## config.mk

```make
export PLATFORM = sky130hd
export DESIGN_NAME = gf180_ram_bank_ctrl
export DESIGN_NICKNAME = d
export VERILOG_FILES = /design/src/rtl/gf180_ram_bank_ctrl.sv
export SDC_FILE = /design/constraint.sdc
export NUM_CORES = 1
export LEC_CHECK = 0
export BUFFER_PORTS_ARGS = -buffer_cell sky130_fd_sc_hd__buf_2
export CAP_MARGIN = 15
export CORE_AREA = 2 2 99 101
export DETAILED_ROUTE_END_ITERATION = 10
export DIE_AREA = 0 0 101 103
export PLACE_DENSITY = 0.74
export SLEW_MARGIN = 20
export SYNTH_ARGS = -nofsm -noshare
export SYNTH_HDL_FRONTEND = slang
export SYNTH_SLANG_ARGS = --single-unit
export TNS_END_PERCENT = 50
```

## constraint.sdc

```tcl
create_clock -name CLK -period 1.7 [get_ports CLK]
set_input_delay 0 -clock CLK [delete_from_list [all_inputs] [get_ports CLK]]
set_output_delay 0 -clock CLK [all_outputs]
set_load 0.005 [all_outputs]
```

## src/rtl/gf180_ram_bank_ctrl.sv

```systemverilog
`timescale 1ns/1ps
// gf180_ram_bank_ctrl
// -------------------
// Bank controller for BANKS groups of four GF018 512x8 byte macros. Each
// group forms one 512x32 bank. The block decodes the upper word-address
// bits to a bank and expands the byte enables into per-bit active-low WEN.
// The macros have a one-cycle read latency, which this block wraps in a
// valid/ready request/response handshake with a response hold register.
// The macros themselves are instantiated outside this block.
//
// Ports
//   CLK, RESETn             clock, asynchronous active-low reset
//   REQ_VALID/REQ_READY     request handshake
//   REQ_WE, REQ_BE          1 = write; byte enables (bit i -> bits 8i+7:8i)
//   REQ_ADDR[AW-1:0]        [8:0] row, [AW-1:9] bank
//   REQ_WDATA[31:0]         write data
//   RSP_VALID/RSP_READY     read response handshake
//   RSP_RDATA[31:0]         read data (0 for an out-of-range bank)
//   RSP_ERR                 response belongs to an out-of-range bank
//   SRAM_CEN/GWEN[BANKS]    per-bank chip / global write enables, active low
//   SRAM_WEN[32*BANKS]      per-bit write enables, active low
//   SRAM_A[8:0], SRAM_D     shared row address and write data
//   SRAM_Q[32*BANKS]        macro read data, bank b at bits 32b+31:32b
module gf180_ram_bank_ctrl #(
  parameter int BANKS = 2,
  parameter int AW    = (BANKS > 1) ? 9 + $clog2(BANKS) : 9
) (
  input  logic                 CLK,
  input  logic                 RESETn,
  input  logic                 REQ_VALID,
  output logic                 REQ_READY,
  input  logic                 REQ_WE,
  input  logic [3:0]           REQ_BE,
  input  logic [AW-1:0]        REQ_ADDR,
  input  logic [31:0]          REQ_WDATA,
  output logic                 RSP_VALID,
  input  logic                 RSP_READY,
  output logic [31:0]          RSP_RDATA,
  output logic                 RSP_ERR,
  output logic [BANKS-1:0]     SRAM_CEN,
  output logic [BANKS-1:0]     SRAM_GWEN,
  output logic [32*BANKS-1:0]  SRAM_WEN,
  output logic [8:0]           SRAM_A,
  output logic [31:0]          SRAM_D,
  input  logic [32*BANKS-1:0]  SRAM_Q
);

  // Width of the bank field; kept at least 1 so a single-bank build still
  // has a legal (constant zero) bank index.
  localparam int BKW = (AW > 9) ? AW - 9 : 1;

  typedef enum logic [1:0] {
    ST_IDLE = 2'd0,
    ST_RD   = 2'd1,
    ST_HOLD = 2'd2
  } state_e;

  state_e           state_q, state_d;
  logic [BKW-1:0]   bank_q, bank_d;
  logic             err_q, err_d;
  logic [31:0]      hold_data_q, hold_data_d;
  logic             hold_err_q, hold_err_d;

  logic [BKW-1:0]   req_bank;
  logic [31:0]      req_bank_ext;
  logic             in_range;
  logic             accept;
  logic             rd_accept;
  logic             access;
  logic [31:0]      q_sel;
  logic [31:0]      rd_data;

  // ---------------------------------------------------------------------
  // Request decode
  // ---------------------------------------------------------------------
  generate
    if (AW > 9) begin : g_bank_field
      assign req_bank = REQ_ADDR[AW-1:9];
    end else begin : g_single_bank
      assign req_bank = '0;
    end
  endgenerate

  assign req_bank_ext = 32'(req_bank);
  assign in_range     = (req_bank_ext < $unsigned(BANKS));

  // REQ_READY is gated by RESETn so nothing is accepted while reset is held;
  // that also keeps every macro control deasserted during reset.
  assign REQ_READY = RESETn & ((state_q == ST_IDLE) | RSP_READY);
  assign accept    = REQ_VALID & REQ_READY;
  assign rd_accept = accept & ~REQ_WE;

  // A write with no byte enabled is accepted but never touches a macro.
  assign access = accept & in_range & (~REQ_WE | (|REQ_BE));

  assign SRAM_A = REQ_ADDR[8:0];
  assign SRAM_D = REQ_WDATA;

  // ---------------------------------------------------------------------
  // Per-bank macro controls, combinational from the accepted request so
  // the macros sample them on the accepting edge.
  // ---------------------------------------------------------------------
  generate
    for (genvar gi = 0; gi < BANKS; gi++) begin : g_bank
      logic hit;
      assign hit           = access & (req_bank == BKW'(gi));
      assign SRAM_CEN[gi]  = ~hit;
      assign SRAM_GWEN[gi] = ~(hit & REQ_WE);
      for (genvar gj = 0; gj < 4; gj++) begin : g_byte
        assign SRAM_WEN[32*gi + 8*gj +: 8] = {8{~(hit & REQ_WE & REQ_BE[gj])}};
      end
    end
  endgenerate

  // ---------------------------------------------------------------------
  // Read data path: select the Q of the bank registered at the read accept.
  // An out-of-range bank matches no entry and is also masked by err_q.
  // ---------------------------------------------------------------------
  always_comb begin
    q_sel = '0;
    for (int b = 0; b < BANKS; b++) begin
      if (bank_q == BKW'(b)) begin
        q_sel = SRAM_Q[32*b +: 32];
      end
    end
  end

  assign rd_data = err_q ? 32'h0 : q_sel;

  // ---------------------------------------------------------------------
  // Response FSM: next state
  // ---------------------------------------------------------------------
  always_comb begin
    state_d     = state_q;
    bank_d      = bank_q;
    err_d       = err_q;
    hold_data_d = hold_data_q;
    hold_err_d  = hold_err_q;

    // Bank and error flag track read accepts only; writes leave them alone
    // so an in-flight read response is not disturbed.
    if (rd_accept) begin
      bank_d = req_bank;
      err_d  = ~in_range;
    end

    case (state_q)
      ST_IDLE: begin
        if (rd_accept) begin
          state_d = ST_RD;
        end
      end
      ST_RD: begin
        if (RSP_READY) begin
          state_d = rd_accept ? ST_RD : ST_IDLE;
        end else begin
          // Macro Q is only valid this cycle; capture it before stalling.
          state_d     = ST_HOLD;
          hold_data_d = rd_data;
          hold_err_d  = err_q;
        end
      end
      ST_HOLD: begin
        if (RSP_READY) begin
          state_d = rd_accept ? ST_RD : ST_IDLE;
        end
      end
      default: begin
        state_d = ST_IDLE;
      end
    endcase
  end

  // ---------------------------------------------------------------------
  // Response FSM: outputs
  // ---------------------------------------------------------------------
  always_comb begin
    RSP_VALID = 1'b0;
    RSP_RDATA = '0;
    RSP_ERR   = 1'b0;
    case (state_q)
      ST_RD: begin
        RSP_VALID = 1'b1;
        RSP_RDATA = rd_data;
        RSP_ERR   = err_q;
      end
      ST_HOLD: begin
        RSP_VALID = 1'b1;
        RSP_RDATA = hold_data_q;
        RSP_ERR   = hold_err_q;
      end
      default: begin
        RSP_VALID = 1'b0;
      end
    endcase
  end

  // ---------------------------------------------------------------------
  // State registers
  // ---------------------------------------------------------------------
  always_ff @(posedge CLK or negedge RESETn) begin
    if (!RESETn) begin
      state_q     <= ST_IDLE;
      bank_q      <= '0;
      err_q       <= 1'b0;
      hold_data_q <= '0;
      hold_err_q  <= 1'b0;
    end else begin
      state_q     <= state_d;
      bank_q      <= bank_d;
      err_q       <= err_d;
      hold_data_q <= hold_data_d;
      hold_err_q  <= hold_err_d;
    end
  end

endmodule

```

**After elaboration in Yosys (flattened, before gate mapping)**

Index checks and enable logic that the tools add are counted.

- Logic and storage cells: 60
- Register bits after elaboration: 37
- Output and inout bits: 144
- Bits of input ports: 115

- Order comparisons: 1
- Reductions and logical operators: 5
- Eq/ne operators: 4
- Mux-type cells: 10
- Bitwise operators: 35

Operator list:

| operator | number |
|---|---|
| $mux 32 | 2 |
| $pmux 32 s2 | 1 |
| $and 1x1->1 | 17 |
| $not 1->1 | 16 |
| $mux 2 | 3 |
| $pmux 2 s3 | 1 |
| $ne 2x2->1 const B | 2 |
| $reduce_and 2->1 | 2 |
| $reduce_or 4->1 | 1 |
| $eq 2x1->1 const B | 1 |
| $eq 2x2->1 const B | 1 |
| $logic_not 2->1 | 1 |
| $lt 1x2->1 const B | 1 |
| $mux 1 | 2 |
| $or 1x1->1 | 2 |
| $pmux 1 s2 | 1 |
| $reduce_or 2->1 | 1 |

**Depth between registers and ports, before layout**

- Depth after elaboration: 10
- Mapped depth: 8
- Mapped depth without buffers: 5

**Least setup slack after synthesis**

Ideal clock, no wire load.

- Kind: register -> output
- From: reg state_q[0]
- To: out SRAM_WEN[10]
- Arrival: 1.566 ns
- Cell stages (with the launch flop): 7
- Buffers on the path: 1
- Path slack: 0.134 ns
- Data required time: 1.700 ns
- Cell sequence: dfrtp_1 inv_1 ha_1 o211ai_1 nor3_1 nand2_1 buf_4

- Longest elaborated chain between the ends: 10

Ends and longest elaborated chain:

| element | line | text |
|---|---|---|
| from (decl) | 58 | `state_e state_q, state_d;` |
| from (signal assigned) | 209 | `state_q <= state_d;` |
| $logic_not 2->1 | 89 | `assign REQ_READY = RESETn & ((state_q == ST_IDLE) \| RSP_READY);` |
| $or 1x1->1 | 89 |  |
| $and 1x1->1 | 89 |  |
| $and 1x1->1 | 90 | `assign accept = REQ_VALID & REQ_READY;` |
| $and 1x1->1 (2 in a row) | 94 | `assign access = accept & in_range & (~REQ_WE \| (\|REQ_BE));` |
| $and 1x1->1 | 106 | `assign hit = access & (req_bank == BKW'(gi));` |
| $and 1x1->1 (2 in a row) | 110 | `assign SRAM_WEN[32*gi + 8*gj +: 8] = {8{~(hit & REQ_WE & REQ_BE[gj])}};` |
| $not 1->1 | 110 |  |
| to (decl) | 42 | `output logic [32*BANKS-1:0] SRAM_WEN,` |

Every way passes these cells.

**Final worst setup path**

- From: reg state_q[1]
- To: out SRAM_WEN[24]

Same word-level chain as after synthesis.

==> flow_summary.ini <==
[run_status]
status = complete, no violations

[clock_network]
cts_root_buf = clkbuf_8
cts_buffer_depth = 2
clock-sinks = 35
clk_pin_slew_ps = 70
cts_max_level = 2
cts_tree = done
clk_latency_ps = 280
cts_buffers = 5

[timing]
slew_viol_final = 0
fin_hold_ws_ps = 0.00198
slew_headroom_pct = 59.1
finalCritPeriodShare_pct = 99.6
fin_setup_tns_ps = 0
rsz0062_at_grt = true
min_period_ps = 1690
max_freq_mhz = 591
clock_skew_ps = 5.51
hold_viol = 0
setup_slack_ps = 7.54
worst_slew_pin_slew_ps = 608
setup_viol = 0

[finish]
fin_cells = 521
design_area_mm2 = 0.00390
fill_cells = 924
syn2layout_area_growth_pct = 20.1
mostFrequentLayoutCells = 170 x buf_2, 35 x mux2_2, 34 x dfrtp_1
antennaDiodeCount = 0
utilization_pct = 41.2
mostFrequentLayoutCell = buf_2
nNetsFinal = 526
drive_above_1_share_pct = 71.3

[placed_design]
dp_hpwl_um = 5750
gp_congestion = 0.717
place_area_mm2 = 0.00352
dp_slack_ps = -115
dp_cells = 505
io_buffers = 175

[logic_synthesis]
syn_area_per_cell_um2 = 10.1
syn_nets = 440
syn_inst = 321
synth_seq_cells = 35
ys_seq_area_share_pct = 27.0
yosys_warnings = 0
syn_area_mm2 = 0.00324
yosysUniqueCellTypes = 24

[critical_path]
cp-end-kind = primary output
worstPathMaxFanout = 8
cp.arrival_ps = 1690
path_class = register to primary output
start_kind = register
critPathRequiredTime_ps = 1700

[global_route]
grt_pass1_wl_um = 11400
grt_overflow_total = 0
grt.met2_usage_pct = 25.5
use_met3_pct = 2.78
antenna_found_initial = 0
busiest_layer = met2
first_global_vias = 2324
grt_usage_pct = 13.9
grt_max_degree = 34
gr-usage-met1_pct = 16.2

[drt]
wirelength_um = 7750
ant_nets = 0
dr_total_vias = 2472
drt-wirelength-per-cell_um = 14.9
dr.pass1.iters = 4
drc_errors = 0
routed_via_density = 4.74
drt_iter0_markers = 87

[floorplanning]
row_count = 36
ios = 259
die_area_mm2 = 0.0104
coreArea_mm2 = 0.00946
dieWidth_um = 101
initial_utilization_pct = 34.3
die_h_um = 103

[power_and_ir_drop]
vdd_drop_max_mv = 0.368
finalPower_mw = 4.37
p_leak_nw = 1.87
powerDensity_mw_per_mm2 = 1120

[flow_run]
maxCapViolCount = 0

[min_path]
hp-class = primary input to primary output
[worst max-delay path, cell delays in order, from the launching register on]
cell and delay [ps]:
dfrtp_1 400, inv_2 90, ha_4 140, o211ai_1 90
buf_4 170, nor3_4 120, buf_6 190, nand2_4 90
buf_2 130
[cell usage after synthesis (all sizes together)]
cell / instances / share of area, %
a21oi: 1 / 0.15
a22o: 2 / 0.54
a22oi: 32 / 7.4
buf: 110 / 26
clkbuf: 7 / 0.81
conb: 1 / 0.12
dfrtp: 35 / 27
ha: 4 / 1.5
inv: 6 / 0.69
mux2: 65 / 26
nand2: 13 / 1.5
nand2b: 1 / 0.19
nand3b: 1 / 0.23
nor2: 2 / 0.23
nor2b: 32 / 6.2
nor3: 2 / 0.31
nor4: 1 / 0.19
o211ai: 1 / 0.23
o21a: 1 / 0.23
o21ai: 3 / 0.46
o31ai: 1 / 0.23
[registers in the layout (all words and copies together), names as in the netlist]
name,count
state_q,2
hold_data_q,32
bank_q,1
[timing repair]
item / in CTS / in global routing
hold buffers: 2 / 0
buffers inserted: 7 / 0
resized for setup: 28 / 21
pin swaps: 5 / 5
setup endpoints to repair: 72 / 101
hold endpoints to repair: 36 / 0
[routing by layer]
metal	part of all wire [%]	wire [um]	vias to the layer above
met5	0	0	-
met4	1.5	118	0
met3	8.2	636	14
met2	52	4000	141
met1	39	3000	1157
li1	-	-	1160
[final timing paths]
kind / startpoint / to / slack (ps) / depth (start not counted)
setup / recovery: state_q[1] / SRAM_WEN[24] / 8 / 8
hold / removal: REQ_WDATA[14] / SRAM_D[14] / 0.002 / 0
setup reg to reg: state_q[0] / hold_data_q[5] / 80 / 5
hold reg to reg: hold_data_q[26] / hold_data_q[26] / 510 / 1
max in group asynchronous: RESETn / hold_data_q[30] / 860 / 3
min in group asynchronous: RESETn / state_q[1] / 170 / 2
[power by group]
group	switching (mW)	total [mW]	internal, mW
combinational	0.974	2.30	1.32
clock	0.290	0.608	0.318
sequential	0.220	1.47	1.25
[area by class of cell]
cell class	count	area, um^2	share of cell area [%]
inverters	6	22.5	0.578
repair buffers	196	1130	28.9
clock inverters	1	5.00	0.128
well taps	114	143	3.66
clock buffers	6	82.6	2.12
multi-input cells	163	1640	42.1
flip-flops and latches	35	877	22.5
[cells by family after synthesis]
group / synth area share, %
buf+inv: 27.3
compound gates: 9.26
mux: 25.9
other cells: 0.116
simple gates: 8.84
fa+ha+maj: 1.54
flops: 27.0
No activity file was read; power rests on OpenSTA's default activity.
